--- src/rtl/snes_ctrl.sv ---
// snes_ctrl -- memory-mapped SNES gamepad interface.
//
// Generates the pad latch/clock waveform, shifts in the 16-bit serial button
// word and keeps a current-state register plus a sticky "newly pressed"
// register for the CPU. Polls run periodically (poll timer) or on command.
//
// Parameters:
//   HALF_DIV  half-period of o_snes_clk in i_clk cycles (>= 4)
//   POLL_DIV  i_clk cycles between automatic polls (>= 64*HALF_DIV)
//
// Ports:
//   i_clk        system clock
//   i_rst        asynchronous active-high reset
//   i_addr[1:0]  register select: 0 buttons, 1 pressed, 2 status, 3 control
//   i_rd         read strobe (one cycle), o_dout valid the following cycle
//   i_wr         write strobe (one cycle), only address 3 is writable
//   i_din[15:0]  write data; control bit 0 = enable, bit 1 = start
//   o_dout[15:0] registered read data, held until the next read
//   o_snes_latch pad latch, active-high
//   o_snes_clk   pad clock, idles high
//   i_snes_data  pad serial data, asynchronous, active-low
//   o_done       one-cycle pulse when a poll completes
module snes_ctrl #(
  parameter int unsigned HALF_DIV = 300,
  parameter int unsigned POLL_DIV = 833333
) (
  input  logic        i_clk,
  input  logic        i_rst,
  input  logic [1:0]  i_addr,
  input  logic        i_rd,
  input  logic        i_wr,
  input  logic [15:0] i_din,
  output logic [15:0] o_dout,
  output logic        o_snes_latch,
  output logic        o_snes_clk,
  input  logic        i_snes_data,
  output logic        o_done
);

  localparam int unsigned CW = $clog2(2 * HALF_DIV);
  localparam int unsigned TW = $clog2(POLL_DIV);

  typedef enum logic [2:0] {
    S_IDLE,
    S_LATCH,
    S_CLK_LO,
    S_CLK_HI,
    S_DONE
  } state_t;

  state_t          r_state;
  state_t          w_next;

  logic [CW-1:0]   r_cnt;
  logic [CW-1:0]   w_cnt_val;
  logic            w_cnt_load;
  logic [3:0]      r_bit;
  logic            w_bit_inc;
  logic            w_sample;

  logic            r_sync1;
  logic            r_sync2;
  logic [15:0]     r_shift;
  logic [15:0]     r_buttons;
  logic [15:0]     r_pressed;
  logic [7:0]      r_polls;
  logic            r_enable;
  logic [TW-1:0]   r_timer;
  logic [15:0]     r_dout;

  logic            r_latch;
  logic            r_sclk;
  logic            r_done;

  logic            w_ctrl_wr;
  logic            w_start;
  logic            w_tc;
  logic            w_busy;
  logic            w_rd_pressed;
  logic [15:0]     w_new_press;
  logic [15:0]     w_rdata;
  logic            w_unused_din;

  assign w_unused_din = ^i_din[15:2];

  // ---------------------------------------------------------------------------
  // Bus decode
  // ---------------------------------------------------------------------------
  assign w_ctrl_wr    = i_wr && (i_addr == 2'd3);
  assign w_start      = w_ctrl_wr && i_din[1];
  assign w_rd_pressed = i_rd && (i_addr == 2'd1);
  assign w_busy       = (r_state != S_IDLE);
  assign w_tc         = r_enable && (r_timer == '0);

  // Serial data is active-low, so a pressed button was shifted in as 0.
  assign w_new_press  = ~r_shift & ~r_buttons;

  always_comb begin
    w_rdata = '0;
    case (i_addr)
      2'd0:    w_rdata = r_buttons;
      2'd1:    w_rdata = r_pressed;
      2'd2:    w_rdata = {w_busy, r_enable, 6'd0, r_polls};
      default: w_rdata = '0;
    endcase
  end

  // ---------------------------------------------------------------------------
  // Poll FSM: next-state and timing control
  // ---------------------------------------------------------------------------
  always_comb begin
    w_next     = r_state;
    w_cnt_load = 1'b0;
    w_cnt_val  = '0;
    w_sample   = 1'b0;
    w_bit_inc  = 1'b0;
    case (r_state)
      S_IDLE: begin
        // start and a terminal count together still give a single poll
        if (w_start || w_tc) begin
          w_next     = S_LATCH;
          w_cnt_load = 1'b1;
          w_cnt_val  = CW'(2 * HALF_DIV - 1);
        end
      end
      S_LATCH: begin
        if (r_cnt == '0) begin
          w_next     = S_CLK_LO;
          w_cnt_load = 1'b1;
          w_cnt_val  = CW'(HALF_DIV - 1);
          w_sample   = 1'b1;
        end
      end
      S_CLK_LO: begin
        if (r_cnt == '0) begin
          w_next     = S_CLK_HI;
          w_cnt_load = 1'b1;
          w_cnt_val  = CW'(HALF_DIV - 1);
        end
      end
      S_CLK_HI: begin
        if (r_cnt == '0) begin
          w_bit_inc = 1'b1;
          if (r_bit == 4'd15) begin
            w_next = S_DONE;
          end else begin
            // last high cycle of pulse n-1 captures bit n
            w_next     = S_CLK_LO;
            w_cnt_load = 1'b1;
            w_cnt_val  = CW'(HALF_DIV - 1);
            w_sample   = 1'b1;
          end
        end
      end
      S_DONE: begin
        w_next = S_IDLE;
      end
      default: begin
        w_next = S_IDLE;
      end
    endcase
  end

  always_ff @(posedge i_clk or posedge i_rst) begin
    if (i_rst) begin
      r_state <= S_IDLE;
    end else begin
      r_state <= w_next;
    end
  end

  always_ff @(posedge i_clk or posedge i_rst) begin
    if (i_rst) begin
      r_cnt <= '0;
    end else if (w_cnt_load) begin
      r_cnt <= w_cnt_val;
    end else if (r_cnt != '0) begin
      r_cnt <= r_cnt - 1'b1;
    end
  end

  always_ff @(posedge i_clk or posedge i_rst) begin
    if (i_rst) begin
      r_bit <= '0;
    end else if (r_state == S_IDLE) begin
      r_bit <= '0;
    end else if (w_bit_inc) begin
      r_bit <= r_bit + 1'b1;
    end
  end

  // Pad pins are registered from the next state so they change cleanly with
  // the state register and drop to idle levels on reset.
  always_ff @(posedge i_clk or posedge i_rst) begin
    if (i_rst) begin
      r_latch <= 1'b0;
      r_sclk  <= 1'b1;
      r_done  <= 1'b0;
    end else begin
      r_latch <= (w_next == S_LATCH);
      r_sclk  <= (w_next != S_CLK_LO);
      r_done  <= (w_next == S_DONE);
    end
  end

  // ---------------------------------------------------------------------------
  // Serial input path
  // ---------------------------------------------------------------------------
  always_ff @(posedge i_clk or posedge i_rst) begin
    if (i_rst) begin
      r_sync1 <= 1'b1;
      r_sync2 <= 1'b1;
    end else begin
      r_sync1 <= i_snes_data;
      r_sync2 <= r_sync1;
    end
  end

  always_ff @(posedge i_clk or posedge i_rst) begin
    if (i_rst) begin
      r_shift <= '0;
    end else if (w_sample) begin
      r_shift <= {r_sync2, r_shift[15:1]};
    end
  end

  // ---------------------------------------------------------------------------
  // Result registers
  // ---------------------------------------------------------------------------
  always_ff @(posedge i_clk or posedge i_rst) begin
    if (i_rst) begin
      r_buttons <= '0;
      r_polls   <= '0;
    end else if (r_state == S_DONE) begin
      r_buttons <= ~r_shift;
      r_polls   <= r_polls + 1'b1;
    end
  end

  // A read coinciding with completion clears the old bits but keeps the new
  // presses, so nothing reported by this poll is lost.
  always_ff @(posedge i_clk or posedge i_rst) begin
    if (i_rst) begin
      r_pressed <= '0;
    end else if (r_state == S_DONE) begin
      r_pressed <= (w_rd_pressed ? '0 : r_pressed) | w_new_press;
    end else if (w_rd_pressed) begin
      r_pressed <= '0;
    end
  end

  always_ff @(posedge i_clk or posedge i_rst) begin
    if (i_rst) begin
      r_enable <= 1'b0;
    end else if (w_ctrl_wr) begin
      r_enable <= i_din[0];
    end
  end

  // Poll timer keeps running during a poll; a terminal count while busy is
  // simply lost because the FSM only looks at it in IDLE.
  always_ff @(posedge i_clk or posedge i_rst) begin
    if (i_rst) begin
      r_timer <= TW'(POLL_DIV - 1);
    end else if (!r_enable) begin
      r_timer <= TW'(POLL_DIV - 1);
    end else if (r_timer == '0) begin
      r_timer <= TW'(POLL_DIV - 1);
    end else begin
      r_timer <= r_timer - 1'b1;
    end
  end

  always_ff @(posedge i_clk or posedge i_rst) begin
    if (i_rst) begin
      r_dout <= '0;
    end else if (i_rd) begin
      r_dout <= w_rdata;
    end
  end

  assign o_dout       = r_dout;
  assign o_snes_latch = r_latch;
  assign o_snes_clk   = r_sclk;
  assign o_done       = r_done;

endmodule
--- config.mk ---
export PLATFORM = sky130hd
export DESIGN_NAME = snes_ctrl
export DESIGN_NICKNAME = d
export VERILOG_FILES = /design/src/rtl/snes_ctrl.sv
export SDC_FILE = /design/constraint.sdc
export NUM_CORES = 1
export LEC_CHECK = 0
export ABC_AREA = 1
export CAP_MARGIN = 20
export CORE_ASPECT_RATIO = 0.5
export CORE_MARGIN = 2
export CORE_UTILIZATION = 58
export DETAILED_ROUTE_END_ITERATION = 16
export GPL_TIMING_DRIVEN = 0
export HOLD_SLACK_MARGIN = 0.06
export PLACE_DENSITY = 0.8
export REMOVE_ABC_BUFFERS = 1
export SYNTH_ARGS = -nofsm -noshare
export SYNTH_HDL_FRONTEND = slang
export SYNTH_SLANG_ARGS = --single-unit
--- constraint.sdc ---
create_clock -name i_clk -period 4.31 [get_ports i_clk]
set_clock_uncertainty 0.05 [all_clocks]
set_input_delay 0.431 -clock i_clk [delete_from_list [all_inputs] [get_ports i_clk]]
set_output_delay 0.431 -clock i_clk [all_outputs]
set_load 0.01 [all_outputs]
== Word level (Yosys, flattened, before mapping) ==
Cells that the tools add are included.
W data, S select, Z words.

* Memory bits (writable): 0
* Output and inout bits: 19
* Bits in read-only memories: 0
* Register bits: 115
* Logic and storage cells: 75
* Memories kept: 0
* Bits in latches: 0

* Bitwise gates (word level): 4
* Reductions and logical operators: 14
* Order comparisons: 0
* Add/subtract/negate cells: 4
* Div/mod/pow operators: 0
* Multiplexer cells: 27
* Eq/ne operators: 11
* Multipliers: 0
* Shift-type cells: 0

{| class="wikitable"
|+ Operators by type and width
! operator !! count
|-
| $pmux W16 S3 || 1
|-
| $mux W20 || 2
|-
| $mux W16 || 2
|-
| $not A16 Y16 || 2
|-
| $mux W10 || 3
|-
| $pmux W10 S3 || 1
|-
| $mux W9 || 3
|-
| $logic_not A20 Y1 || 1
|-
| $sub A20 B1 Y20 const B || 1
|-
| $and A16 B16 Y16 || 1
|-
| $or A16 B16 Y16 || 1
|-
| $mux W3 || 5
|-
| $pmux W3 S4 || 1
|-
| $logic_not A10 Y1 || 1
|-
| $reduce_bool A10 Y1 || 1
|-
| $sub A10 B1 Y10 const B || 1
|-
| $add A8 B1 Y8 const B || 1
|-
| $mux W4 || 2
|-
| $eq A3 B1 Y1 const B || 2
|-
| $eq A3 B2 Y1 const B || 2
|-
| $eq A3 B3 Y1 const B || 2
|-
| $mux W1 || 5
|-
| $add A4 B1 Y4 const B || 1
|-
| $eq A2 B2 Y1 const B || 2
|-
| other kinds (12) || 16
|}

== Longest topological paths before layout ==
Gate-level depths: netlist of the first run.

* Word-level depth: 7
* Depth in mapped cells: 10
* Depth with buffers taken out: 10

== Worst setup path before layout of the first run ==
No wires, ideal clock.

* Kind: reg2reg
* Start point: reg r_cnt[0]
* End point: reg r_shift[10]
* Data arrival time: 1.411 ns
* Slack: 2.732 ns
* Required time: 4.143 ns
* Clock period less this slack: 1.578 ns
* Stages on the path, launching flop included: 11
* Cell sequence: dfrtp_1 inv_1 ha_1 nand3_2 nor2_4 nand2_2 clkinv_2 nand2_4 buf_4 nand2_1 o21ai_2

* Word-level cells in the longest chain between the ends: 3

{| class="wikitable"
|+ RTL lines
! element !! RTL line !! source
|-
| start: declaration || 54 || <nowiki>logic [CW-1:0] r_cnt;</nowiki>
|-
| start signal: assignment || 176 || <nowiki>r_cnt <= w_cnt_val;</nowiki>
|-
| start signal: assignment || 178 || <nowiki>r_cnt <= r_cnt - 1'b1;</nowiki>
|-
| $logic_not A10 Y1 * || 127, 142 ||
|-
| $mux W1 (on tied branches) || 142, 127 ||
|-
| $pmux W1 S2 * || 117 || <nowiki>case (r_state)</nowiki>
|-
| end signal: assignment || 223 || <nowiki>r_shift <= {r_sync2, r_shift[15:1]};</nowiki>
|-
| end: declaration || 63 || <nowiki>logic [15:0] r_shift;</nowiki>
|}

Mark *: on every way between the ends. The rest lies on a longest branch, timed or not.
A chain may end at the register's enable or synchronous reset.

== Worst setup path after layout of the first run ==
* Start point: in i_addr[0]
* End point: reg r_dout[13] (netlist: o_dout[13])

* Word-level cells in the longest chain between the ends: 2

{| class="wikitable"
|+ RTL lines
! element !! RTL line !! source
|-
| start: declaration || 29 || <nowiki>input logic [1:0] i_addr,</nowiki>
|-
| $eq A2 B2 Y1 (tied with other cells) || 100 || <nowiki>case (i_addr)</nowiki>
|-
| $pmux W16 S3 * || 100 ||
|-
| end signal: assignment || 278 || <nowiki>r_dout <= w_rdata;</nowiki>
|-
| end: declaration || 69 || <nowiki>logic [15:0] r_dout;</nowiki>
|}

Marks and branches as above.

==> results.cfg, run 1 <==
[run_status]
status = completed

[timing]
hold_viol_final = 0
tightest_slew_ns = 1.01
rsz0062_at_grt = no
max-slew-margin-rel = 0.328
clock.fmax_ghz = 0.447
setup_violations = 0
post-route-period-util = 0.519
drv_slew = 0
fin_crit_ns = 2.24

[worst_setup_path]
r2r_cells = 9
critPathMaxFanout = 17
start_kind = input port
timing.rr.start = r_cnt[0]
regToRegSetupSlack_ns = 2.25
max_stage_delay_ns = 0.63
critPathArrivalTime_ns = 2.47
cp.required_ns = 4.54
endpoint_kind = register
slowest_stage = nor2_1
worstReg2RegEnd = o_snes_clk
path_class = in -> reg
crit_path_cell_trace = clkdlybuf4s50_1 -> nand2_1 -> nor2_1 -> buf_6 -> nand2_1 -> o311ai_0
cp_common_cell = nand2_1

[min_path]
hp-class = reg -> reg
hold_depth = 0
min_from = r_sync1
min_to = r_sync2

[final_layout]
final_nets = 633
final_common_cell = nand2_1
fillers = 620
areaGrowthSynthToFinish_pct = 19.1
stdcell_count = 735
drive_gt1_frac = 0.142
final_cell_mix = 133 x nand2_1, 101 x dfrtp_1, 68 x inv_1, 52 x nor2_1, 45 x o21ai_0
antenna_cells = 0

[synth]
ys_warn_count = 0
async_flop_share = 1.00
yosys.area_share.simple = 0.198
synth_seq_cells = 115
syn_avg_cell_area_um2 = 9.10
synthTopCellsByArea = dfrtp_1 49%, nand2_1 9.6%, dfstp_2 7.1%, inv_1 5.0%, o21ai_0 4.3%
synth_top_area_frac = 0.485
synth_area_mm2 = 0.00521
synth_compound_area_frac = 0.121
syn_inst = 572
synthDistinctLibCells = 40
synth_top_family_by_area = simple AND/OR/NAND/NOR gates
synth_xor_area_frac = 0.0387
synthFlopType = dfrtp_1
yosysTopAreaCell = dfrtp_1
ys_seq_area_frac = 0.556
synth_edf_count = 0
synthMuxAreaShare = 0.00216
synthAdderAreaFrac = 0.0120

[floorplan]
die_h_um = 71
initial_core_util = 0.598
coreArea_mm2 = 0.00871
ios = 42
dieWidth_um = 138
row_count = 24
dieArea_mm2 = 0.00980

[placed_design]
place_hpwl_um = 6410
place_inst = 703
gp_congestion = 0.841
io_buffers = 27

[clocking]
clk_latency_ns = 0.41
ctsHoldBuffers = 0
clock-root-buffer = clkbuf_16
path_clk_slew_ns = 0.05
clk_path_buf_depth = 2
htreeDepth = 4
clock-sinks = 115
cts.repair.resized = 0
cts_setup_buffers = 0
cts_tree = built
numCtsBuffers = 17

[detailed_routing]
dr.pass1.iters = 5
drt-vias-per-instance = 5.28
drc = 0
postRouteAntennaNets = 0
drt_wl_total_um = 10400
first_iter_violations = 340
num_vias = 3880
wl_per_cell_um = 14.1

[grt]
antenna_found_initial = 0
grt_overflow = 0
grt_pass1_vias = 3982
grt_usage = 0.233
grt_pass1_wl_um = 18200
grt_max_degree = 63

[power]
swShare = 0.227
combPwrFrac = 0.047
p_int_mw = 2.14
p_sw_mw = 0.629
power_frac_clock = 0.547
ir_worst_vdd_uv = 323
powerDensity_mw_per_mm2 = 447
seq_power_share = 0.407
leakage_nw = 2.82
finalPower_mw = 2.77

[run]
drv_cap = 0
==> sequential cells by signal, indices dropped and copies added, names as in the netlist <==
signal        flops
o_done            1
o_snes_latch      1
o_dout           16
r_enable          1
r_cnt            10
r_pressed        16
r_buttons        16
r_bit             4
o_snes_clk        1
r_sync2           1
r_state           3
r_sync1           1
r_polls           8
r_shift          16
r_timer          20
==> synthesized netlist by cell type, types with 2 or more instances <==
library cell,instances
nor2_4,2
dfstp_2,14
o22ai_1,10
nor2_2,7
o21ai_2,16
nor3_1,3
o311ai_0,6
o21ai_0,45
a221oi_1,7
buf_2,2
inv_2,2
o21ai_1,3
nand3b_1,2
nand2_1,133
ha_1,5
buf_4,3
xnor2_1,7
or2_2,2
a21oi_1,8
dfrtp_1,101
xor2_1,16
nand2_2,3
buf_6,4
nand3_2,2
inv_1,69
nand4_1,5
clkbuf_1,4
nand3_1,28
nor2_1,52
==> worst max-delay path: cells and delay by family <==
kind	cells	cell delay, ns
buf+inv	2	0.79
simple gates	3	1.14
compound gates	1	0.10
==> stage by stage <==
stage	hold slack, ns	instance area, µm²	util	setup slack [ns]	TNS, ns
after floorplan	0.295	5110	-	0.808	0
after global placement	0.298	5520	0.634	-0.793	-79.61
after detailed placement	0.299	5560	0.639	1.73	0
after CTS	0.307	6200	0.713	2.11	0
after global routing	0.308	6200	0.713	1.84	0
final	0.306	6200	0.713	2.07	0
==> metal layers <==
metal | vias up | global-route usage | wire (µm)
met5 | - | 0 | 0
met4 | 0 | 0.113 | 119
met3 | 12 | 0.0467 | 297
met2 | 54 | 0.395 | 5180
met1 | 1898 | 0.294 | 4790
li1 | 1916 | - | -
==> cells by family after synthesis <==
family,Yosys count
AOI/OAI and AO/OA,99
and+or+nand+nor,241
buffers and inverters,88
muxes,1
xor gates and xnor gates,23
DFF,115
adders and majority gates,5
==> how the worst max path moves through the flow <==
| stage | startpoint | endpoint | cells after the start |
|---|---|---|---|
| after detailed placement | i_addr[0] | o_dout[13] | 6 |
| after CTS | i_rd | o_dout[13] | 6 |
| after global placement | i_rst | r_buttons[7] | 2 |
| after floorplan | i_rst | o_done | 1 |
| after global routing | i_rd | o_dout[13] | 6 |
| final | i_addr[0] | o_dout[13] | 6 |
==> area by class of cell <==
cell class              instances  area [µm²]  share of cell area
flip-flops and latches        115        2900               0.467
well taps                     117         146              0.0236
repair buffers                 29         309              0.0498
clock buffers                  18         439              0.0708
inverters                      73         278              0.0448
clock inverters                14         201              0.0325
multi-input cells             369        1940               0.312
==> power groups by stage <==
stage | Combinational [mW] | Sequential (mW) | Clock (mW)
6_report | 0.129 | 1.13 | 1.51
5_1_grt | 0.146 | 1.13 | 1.58
4_1_cts | 0.131 | 1.13 | 1.52
3_5_place_dp | 0.129 | 1.14 | 0
3_3_place_gp | 0.120 | 1.14 | 0
2_1_floorplan | 0.0853 | 1.14 | 0
Note: power is estimated with default switching activity, not from simulation.
==> run 2: changes to the inputs <==
--- a/config.mk
+++ b/config.mk
@@ -9,11 +9,11 @@
 export CAP_MARGIN = 20
 export CORE_ASPECT_RATIO = 0.5
 export CORE_MARGIN = 2
-export CORE_UTILIZATION = 58
+export CORE_UTILIZATION = 52
 export DETAILED_ROUTE_END_ITERATION = 16
 export GPL_TIMING_DRIVEN = 0
 export HOLD_SLACK_MARGIN = 0.06
-export PLACE_DENSITY = 0.8
+export PLACE_DENSITY = 0.75
 export REMOVE_ABC_BUFFERS = 1
 export SYNTH_ARGS = -nofsm -noshare
 export SYNTH_HDL_FRONTEND = slang
==> constraint.sdc (replaced) <==
create_clock -name i_clk -period 2 [get_ports i_clk]
set_clock_uncertainty 0.05 [all_clocks]
set_input_delay 0.2 -clock i_clk [delete_from_list [all_inputs] [get_ports i_clk]]
set_output_delay 0.2 -clock i_clk [all_outputs]
set_load 0.01 [all_outputs]
==> results.cfg, run 2 (synthesis gave the netlist of run 1 again) <==
[run_status]
status = completed

[min_path]
hp-class = in -> reg
min_to = r_sync1
min_from = i_snes_data
hold_depth = 1

[placed_design]
dp_worst_setup_slack_ns = -0.394
gp_congestion = 0.812
io_buffers = 27
place_hpwl_um = 6520

[detailed_routing]
drt_wl_total_um = 10800
drt-vias-per-instance = 5.24
wl_per_cell_um = 14.4
first_iter_violations = 272
num_vias = 3943
dr.pass1.iters = 5
postRouteAntennaNets = 0
drc = 0

[clocking]
path_clk_slew_ns = 0.05
cts_setup_buffers = 0
clk_latency_ns = 0.41
numCtsBuffers = 17
clk_path_buf_depth = 2
htreeDepth = 4
cts_tree = built
ctsHoldBuffers = 0
clock-sinks = 115
clock-root-buffer = clkbuf_16

[final_layout]
antenna_cells = 0
drive_gt1_frac = 0.146
final_nets = 634
final_cell_mix = 133 x nand2_1, 101 x dfrtp_1, 66 x inv_1, 51 x nor2_1, 45 x o21ai_0
areaGrowthSynthToFinish_pct = 20.1
regMostFlops = r_timer
multi_input_area_mm2 = 0.00198
largest_register_ffs = 20
final_common_cell = nand2_1
fillers = 765
regArea_mm2 = 0.00290

[power]
p_sw_mw = 1.27
swShare = 0.218
ir_worst_vdd_uv = 646
power_frac_clock = 0.536
leakage_nw = 2.82
seq_power_share = 0.416
p_int_mw = 4.56
combPwrFrac = 0.048
powerDensity_mw_per_mm2 = 933

[worst_setup_path]
critPathArrivalTime_ns = 2.13
r2r_cells = 5
worstReg2RegEnd = r_pressed[1]
regToRegSetupSlack_ns = 0.11
crit_start = r_state[0]
critPathMaxFanout = 22
timing.rr.start = r_state[0]
endpoint_kind = register
start_kind = register
path_class = reg -> reg
cp.required_ns = 2.24

[floorplan]
die_h_um = 74.8
ios = 42
row_count = 25
dieArea_mm2 = 0.0109
dieWidth_um = 146
initial_core_util = 0.542
coreArea_mm2 = 0.00960

[timing]
setup_tns_ns = 0
hold_viol_final = 0
setup_violations = 0
setup_ws_ns = 0.110
clock.fmax_ghz = 0.529
drv_slew = 0
fin_crit_ns = 1.89
max-slew-margin-rel = 0.419
post-route-period-util = 0.945
tightest_slew_ns = 0.872

[run]
drv_cap = 0

[grt]
grt_overflow = 0
grt_pass1_vias = 3885
grt_usage = 0.214
grt_max_degree = 71
antenna_found_initial = 0
grt_pass1_wl_um = 18100
-- run 2: changes by cell type in the layout (fill, tap and decap cells not counted), sizes merged --
| cell | change |
|---|---|
| bufinv | -1 |
| clkbuf | +5 |
| clkinv | -1 |
| clkinvlp | +1 |
| inv | -5 |
| nand2 | +1 |
-- run 2: worst max-delay path, stage by stage (launching register included) --
cell        delay [ns]
dfrtp_1           0.44
nor2_1            0.11
nand2_2           0.33
clkinvlp_4        0.49
nand2_1           0.24
o22ai_1           0.10
-- run 2: power by group through the flow --
stage,clock network (mW),logic [mW],registers (mW)
after floorplan,0,0.184,2.46
after global placement,0,0.259,2.46
after detailed placement,0,0.279,2.46
after CTS,3.15,0.286,2.43
after global routing,3.25,0.321,2.43
final,3.12,0.282,2.43
-- run 2: per-stage QoR --
stage               cells  instance area, µm²   util  total power [mW]  hold slack, ns
finish                753                6250  0.651              5.83           0.150
global route          753                6250  0.651              6.00           0.149
CTS                   752                6210  0.647              5.86           0.144
detailed placement    721                5590  0.582              2.74           0.302
global placement      719                5550  0.577              2.72           0.305
floorplan             557                5110      -              2.64           0.154
-- run 2: what timing repair did --
item | 4_1_cts | 5_1_grt
gates cloned | 0 | 1
pin swaps | 0 | 1
resized for setup | 2 | 8
setup endpoints to repair | 9 | 44
-- run 2: cell type report --
type | count | share of cell area
Multi-Input combinational cell | 370 | 0.316
Sequential cell | 115 | 0.463
Clock inverter | 8 | 0.0200
Tap cell | 135 | 0.0270
Inverter | 73 | 0.0466
Clock buffer | 23 | 0.0780
Timing Repair Buffer | 29 | 0.0494
-- run 2: how the worst max path moves through the flow --
stage                          endpoint
after floorplan                  o_done
after global placement     r_buttons[7]
after detailed placement  r_pressed[14]
after CTS                  r_pressed[1]
after global routing         o_snes_clk
final                      r_pressed[1]
-- run 2: per-layer routing --
metal  wire [µm]  global-route usage
met1        4960               0.257
met5           0                   0
met2        5270               0.377
met3         396              0.0533
met4         197              0.0991
